### src/rtl/perf_counter_pkg.sv
// Shared types and constants for the run-time performance counter.
package perf_counter_pkg;

  typedef enum logic [1:0] {
    StIdle = 2'd0,
    StRun  = 2'd1,
    StHalt = 2'd2
  } state_e;

  localparam logic [1:0] SelCyc  = 2'd0;
  localparam logic [1:0] SelIns  = 2'd1;
  localparam logic [1:0] SelStl  = 2'd2;
  localparam logic [1:0] SelStat = 2'd3;

  localparam int unsigned CntWDefault = 16;

endpackage

### src/rtl/perf_counter_sat_counter.sv
// Event counter with synchronous clear; at all-ones it either holds or wraps,
// and flags the overflowing increment with a single-cycle pulse.
module perf_counter_sat_counter #(
  parameter int unsigned CntW     = 16,
  parameter bit          Saturate = 1'b1
) (
  input  logic            clk_i,
  input  logic            rst_ni,
  input  logic            clr_i,
  input  logic            inc_i,
  output logic [CntW-1:0] q_o,
  output logic            ovf_pulse_o
);

  logic [CntW-1:0] q_d, q_q;
  logic            at_max;

  assign at_max = &q_q;

  always_comb begin
    q_d = q_q;
    if (clr_i) begin
      q_d = '0;
    end else if (inc_i && !(at_max && Saturate)) begin
      q_d = q_q + 1'b1;
    end
  end

  always_ff @(posedge clk_i or negedge rst_ni) begin
    if (!rst_ni) begin
      q_q <= '0;
    end else begin
      q_q <= q_d;
    end
  end

  assign q_o         = q_q;
  assign ovf_pulse_o = inc_i & at_max & ~clr_i;

endmodule

### src/rtl/perf_counter.sv
// Measures cycles, retired instructions and stall cycles of one program run,
// from the start pulse until the stop instruction reaches writeback.
module perf_counter
  import perf_counter_pkg::*;
#(
  parameter int unsigned CntW     = CntWDefault,
  parameter bit          Saturate = 1'b1
) (
  input  logic            clk_i,
  input  logic            rst_ni,
  input  logic            start_i,
  input  logic            stop_i,
  input  logic            retire_i,
  input  logic            stall_i,
  input  logic            clear_i,
  input  logic [1:0]      disp_sel_i,
  output logic [CntW-1:0] cycle_cnt_o,
  output logic [CntW-1:0] instr_cnt_o,
  output logic [CntW-1:0] stall_cnt_o,
  output logic [CntW-1:0] disp_val_o,
  output logic            running_o,
  output logic            done_o,
  output logic            ovf_o
);

  state_e          state_d, state_q;
  logic            ovf_d, ovf_q;
  logic [CntW-1:0] disp_d, disp_q;
  logic            in_run;
  logic [2:0]      ovf_pulse;

  assign in_run = (state_q == StRun);

  always_ff @(posedge clk_i or negedge rst_ni) begin
    if (!rst_ni) begin
      state_q <= StIdle;
    end else begin
      state_q <= state_d;
    end
  end

  always_comb begin
    state_d = state_q;
    if (clear_i) begin
      state_d = StIdle;
    end else begin
      unique case (state_q)
        StIdle:  if (start_i) state_d = StRun;
        StRun:   if (stop_i) state_d = StHalt;
        StHalt:  state_d = StHalt;
        default: state_d = StIdle;
      endcase
    end
  end

  always_comb begin
    running_o = (state_q == StRun);
    done_o    = (state_q == StHalt);
  end

  perf_counter_sat_counter #(.CntW(CntW), .Saturate(Saturate)) u_cyc (
    .clk_i       (clk_i),
    .rst_ni      (rst_ni),
    .clr_i       (clear_i),
    .inc_i       (in_run),
    .q_o         (cycle_cnt_o),
    .ovf_pulse_o (ovf_pulse[0])
  );

  perf_counter_sat_counter #(.CntW(CntW), .Saturate(Saturate)) u_ins (
    .clk_i       (clk_i),
    .rst_ni      (rst_ni),
    .clr_i       (clear_i),
    .inc_i       (in_run & retire_i),
    .q_o         (instr_cnt_o),
    .ovf_pulse_o (ovf_pulse[1])
  );

  perf_counter_sat_counter #(.CntW(CntW), .Saturate(Saturate)) u_stl (
    .clk_i       (clk_i),
    .rst_ni      (rst_ni),
    .clr_i       (clear_i),
    .inc_i       (in_run & stall_i),
    .q_o         (stall_cnt_o),
    .ovf_pulse_o (ovf_pulse[2])
  );

  // Sticky until clear or reset; clear wins over a same-cycle overflow.
  assign ovf_d = clear_i ? 1'b0 : (ovf_q | (|ovf_pulse));

  always_comb begin
    disp_d = '0;
    unique case (disp_sel_i)
      SelCyc:  disp_d = cycle_cnt_o;
      SelIns:  disp_d = instr_cnt_o;
      SelStl:  disp_d = stall_cnt_o;
      SelStat: disp_d = {{(CntW-3){1'b0}}, ovf_q, done_o, running_o};
      default: disp_d = '0;
    endcase
  end

  always_ff @(posedge clk_i or negedge rst_ni) begin
    if (!rst_ni) begin
      ovf_q  <= 1'b0;
      disp_q <= '0;
    end else begin
      ovf_q  <= ovf_d;
      disp_q <= disp_d;
    end
  end

  assign ovf_o      = ovf_q;
  assign disp_val_o = disp_q;

endmodule
### config.mk
export PLATFORM = sky130hd
export DESIGN_NAME = perf_counter
export DESIGN_NICKNAME = d
export VERILOG_FILES = /design/src/rtl/perf_counter_pkg.sv /design/src/rtl/perf_counter_sat_counter.sv /design/src/rtl/perf_counter.sv
export SDC_FILE = /design/constraint.sdc
export NUM_CORES = 1
export LEC_CHECK = 0
export ABC_AREA = 1
export BUFFER_PORTS_ARGS = -buffer_cell sky130_fd_sc_hd__buf_2
export CAP_MARGIN = 20
export CORE_MARGIN = 1
export CORE_UTILIZATION = 45
export DETAILED_ROUTE_END_ITERATION = 10
export PLACE_DENSITY = 0.74
export RECOVER_POWER = 25
export SETUP_SLACK_MARGIN = 0.3
export SYNTH_ARGS = -nofsm -noshare
export SYNTH_HDL_FRONTEND = slang
export SYNTH_HIERARCHICAL = 1
export SYNTH_SLANG_ARGS = --single-unit
### constraint.sdc
create_clock -name clk_i -period 4.57 [get_ports clk_i]
set_input_delay 1.371 -clock clk_i [delete_from_list [all_inputs] [get_ports clk_i]]
set_output_delay 1.371 -clock clk_i [all_outputs]
set_load 0.05 [all_outputs]
==> flow_metrics.py <==
metrics = {
    "status": {
        "status": "finished clean",
    },
    "clocking": {
        "cts_made_buffers": 9,
        "insertion_delay_ns": 0.36,
        "clock-sinks": 67,
        "clk_pin_slew_ns": 0.07,
        "cts_hold_buf": 0,
        "cts_tree": "built",
        "clockBufferDepth": 2,
        "cts_setup_buffers": 0,
        "htree_levels": 3,
        "cts-resized-gates": 0,
        "root_buffer": "clkbuf_8",
    },
    "worst_setup_path": {
        "cpPeakStageDelay_ns": 1.01,
        "cp.arrival_ns": 3.35,
        "path_depth": 2,
        "critical_path_buf_inv_count": 2,
        "cp_cell_sequence": "clkbuf_1 -> clkbuf_2",
        "startpoint": "rst_ni",
        "r2r_end": "u_cyc/q_o[14]",
        "ff2ff_setup_slack_ns": 1.80,
        "crit_type": "input pin to async pin",
        "crit_end": "u_stl/q_o[6]",
        "reg2reg_from": "state_q[1]",
        "path_delay_family": "buffers and inverters",
        "cpMaxStageDelayCell": "clkbuf_2",
        "worst_setup_path_start_kind": "input pin",
        "endpoint_kind": "async pin",
        "path_max_fanout": 46,
        "r2r_cells": 7,
        "critical_path_required_ns": 4.88,
    },
    "power_and_ir_drop": {
        "cellPowerDensity_nw_per_um2": 326,
        "p_comb_frac": 0.245,
        "p_int_mw": 1.04,
        "max-vdd-ir-drop_v": 0.000244,
        "power_frac_seq": 0.400,
        "p_switching_uw": 572,
        "swShare": 0.355,
        "clkPwrFrac": 0.355,
        "p_leak_nw": 2.57,
    },
    "routing": {
        "drcViolationCount": 0,
        "drtPass1Iterations": 5,
        "drt-total-wl_um": 11700,
        "vias_per_cell": 5.29,
        "dr_total_vias": 4169,
        "drt_iter0_drc": 286,
        "wl_per_cell_um": 14.8,
        "ant_nets": 0,
    },
    "hold_path": {
        "holdPathStages": 2,
        "hold_class": "register to register",
    },
    "logic_synthesis": {
        "syn-num-nets": 596,
        "yosysSeqAreaShare": 0.380,
        "synth.avg_cell_area_um2": 7.60,
        "yosys-top-cells-area": "dfrtp_1 38%, nand2_1 16%, nand3_1 6.5%",
        "post-synth-top-area-cell": "dfrtp_1",
        "ys_warn_count": 6,
        "syn-cell-area_um2": 4410,
        "synthCells": 580,
        "synth.top_cell.area_share": 0.380,
        "synth.ff_latch_count": 67,
        "synth_cell_types": 26,
    },
    "global_routing": {
        "grt_overflow": 0,
        "first_global_vias": 3854,
        "grt_pass1_wl_um": 19000,
        "grt_start_max_net_pins": 47,
        "gr-usage-all-layers": 0.243,
        "antenna_found_initial": 0,
    },
    "final_layout": {
        "post-route-util": 0.527,
        "drive_above_1_share": 0.217,
        "antennaDiodeCount": 0,
        "syn_to_final_growth_pct": 12.0,
        "final_common_cell": "nand2_1",
        "layout_common_cells": "192 x nand2_1, 72 x buf_2, 67 x dfrtp_1",
        "final_nets": 670,
    },
    "timing": {
        "final_hold_viol_count": 0,
        "setup_viol": 0,
        "finalSetupTns_ns": 0,
        "tightestPinTransition_ns": 1.34,
        "slew_headroom": 0.108,
        "hold_ws_ns": 0.526,
        "fmax_mhz": 328,
        "period_share": 0.667,
        "rsz0062_at_grt": "false",
        "fin_crit_ns": 3.05,
        "fin_skew_ns": 0.0145,
        "slew_viol_final": 0,
    },
    "job": {
        "drv_cap": 0,
    },
    "floorplanning": {
        "fp.dieW_um": 101,
        "initial_core_util": 0.471,
        "die_area_um2": 10200,
        "pin_count": 76,
        "die_h_um": 101,
        "rows": 35,
        "core_area_um2": 9370,
    },
    "place": {
        "hpwl_um": 8650,
        "io_buffer_count": 75,
        "place_congestion": 0.916,
    },
}
==> sequential cells by signal, indices dropped and copies added (netlist names) <==
register / cells
disp_val_o: 16
ovf_o: 1
state_q: 2
u_cyc/q_o: 16
u_ins/q_o: 16
u_stl/q_o: 16
==> kinds of logic after synthesis <==
group | Yosys count | synth area share
flip-flops | 67 | 0.380
AND/OR/NAND/NOR | 384 | 0.455
AO/OA/AOI/OAI | 37 | 0.0420
XOR/XNOR | 6 | 0.0119
buffers and inverters | 79 | 0.0911
adder cells (fa/ha/maj) | 7 | 0.0199
==> cells in the mapped netlist (all sizes together) <==
cell type  instances
a21oi             13
buf               14
dfrtp             67
ha                 7
inv               65
nand2            207
nand3             78
nand3b             3
nand4             24
nor2              63
nor3               6
nor3b              3
o21ai             24
xor2               6
==> power groups by stage <==
stage	clock, mW	combinational [mW]	sequential (mW)
after floorplan	0	0.313	0.706
after global placement	0	0.419	0.655
after detailed placement	0	0.429	0.656
after CTS	0.580	0.431	0.645
after global routing	0.606	0.429	0.648
final	0.571	0.395	0.644
==> worst min path at each step <==
stage / start / end / slack [ns]
2_1_floorplan: state_q[1] / state_q[1] / 0.47
3_3_place_gp: state_q[1] / state_q[1] / 0.48
3_5_place_dp: state_q[0] / state_q[0] / 0.51
4_1_cts: state_q[1] / state_q[1] / 0.53
5_1_grt: state_q[1] / state_q[1] / 0.56
6_report: state_q[0] / state_q[0] / 0.53
==> per-layer routing <==
metal | wire length (µm) | share of wire | vias up | GRT usage
met5 | 0 | 0 | - | 0
met4 | 181 | 0.015 | 0 | 0.0892
met3 | 969 | 0.083 | 18 | 0.0520
met2 | 5510 | 0.47 | 186 | 0.390
met1 | 5020 | 0.43 | 1953 | 0.322
li1 | - | - | 2012 | -
==> layout make-up <==
| cell class | count | area [µm²] |
|---|---|---|
| clock buffer | 12 | 155 |
| multi-input combinational | 434 | 2240 |
| inverter | 65 | 251 |
| tap | 129 | 161 |
| sequential | 67 | 1680 |
| fill | 947 | 4430 |
| timing repair buffer | 77 | 380 |
| clock inverter | 4 | 72.6 |
==> per-stage QoR <==
step | instance area [µm²] | setup WS (ns) | total power [mW] | std cells
2_1_floorplan | 4410 | 2.18 | 1.02 | 580
3_3_place_gp | 4810 | 1.91 | 1.07 | 772
3_5_place_dp | 4810 | 1.87 | 1.08 | 772
4_1_cts | 5040 | 1.58 | 1.65 | 788
5_1_grt | 4940 | 1.08 | 1.68 | 788
6_report | 4940 | 1.52 | 1.61 | 788
Power figures use the tool's default switching activity.
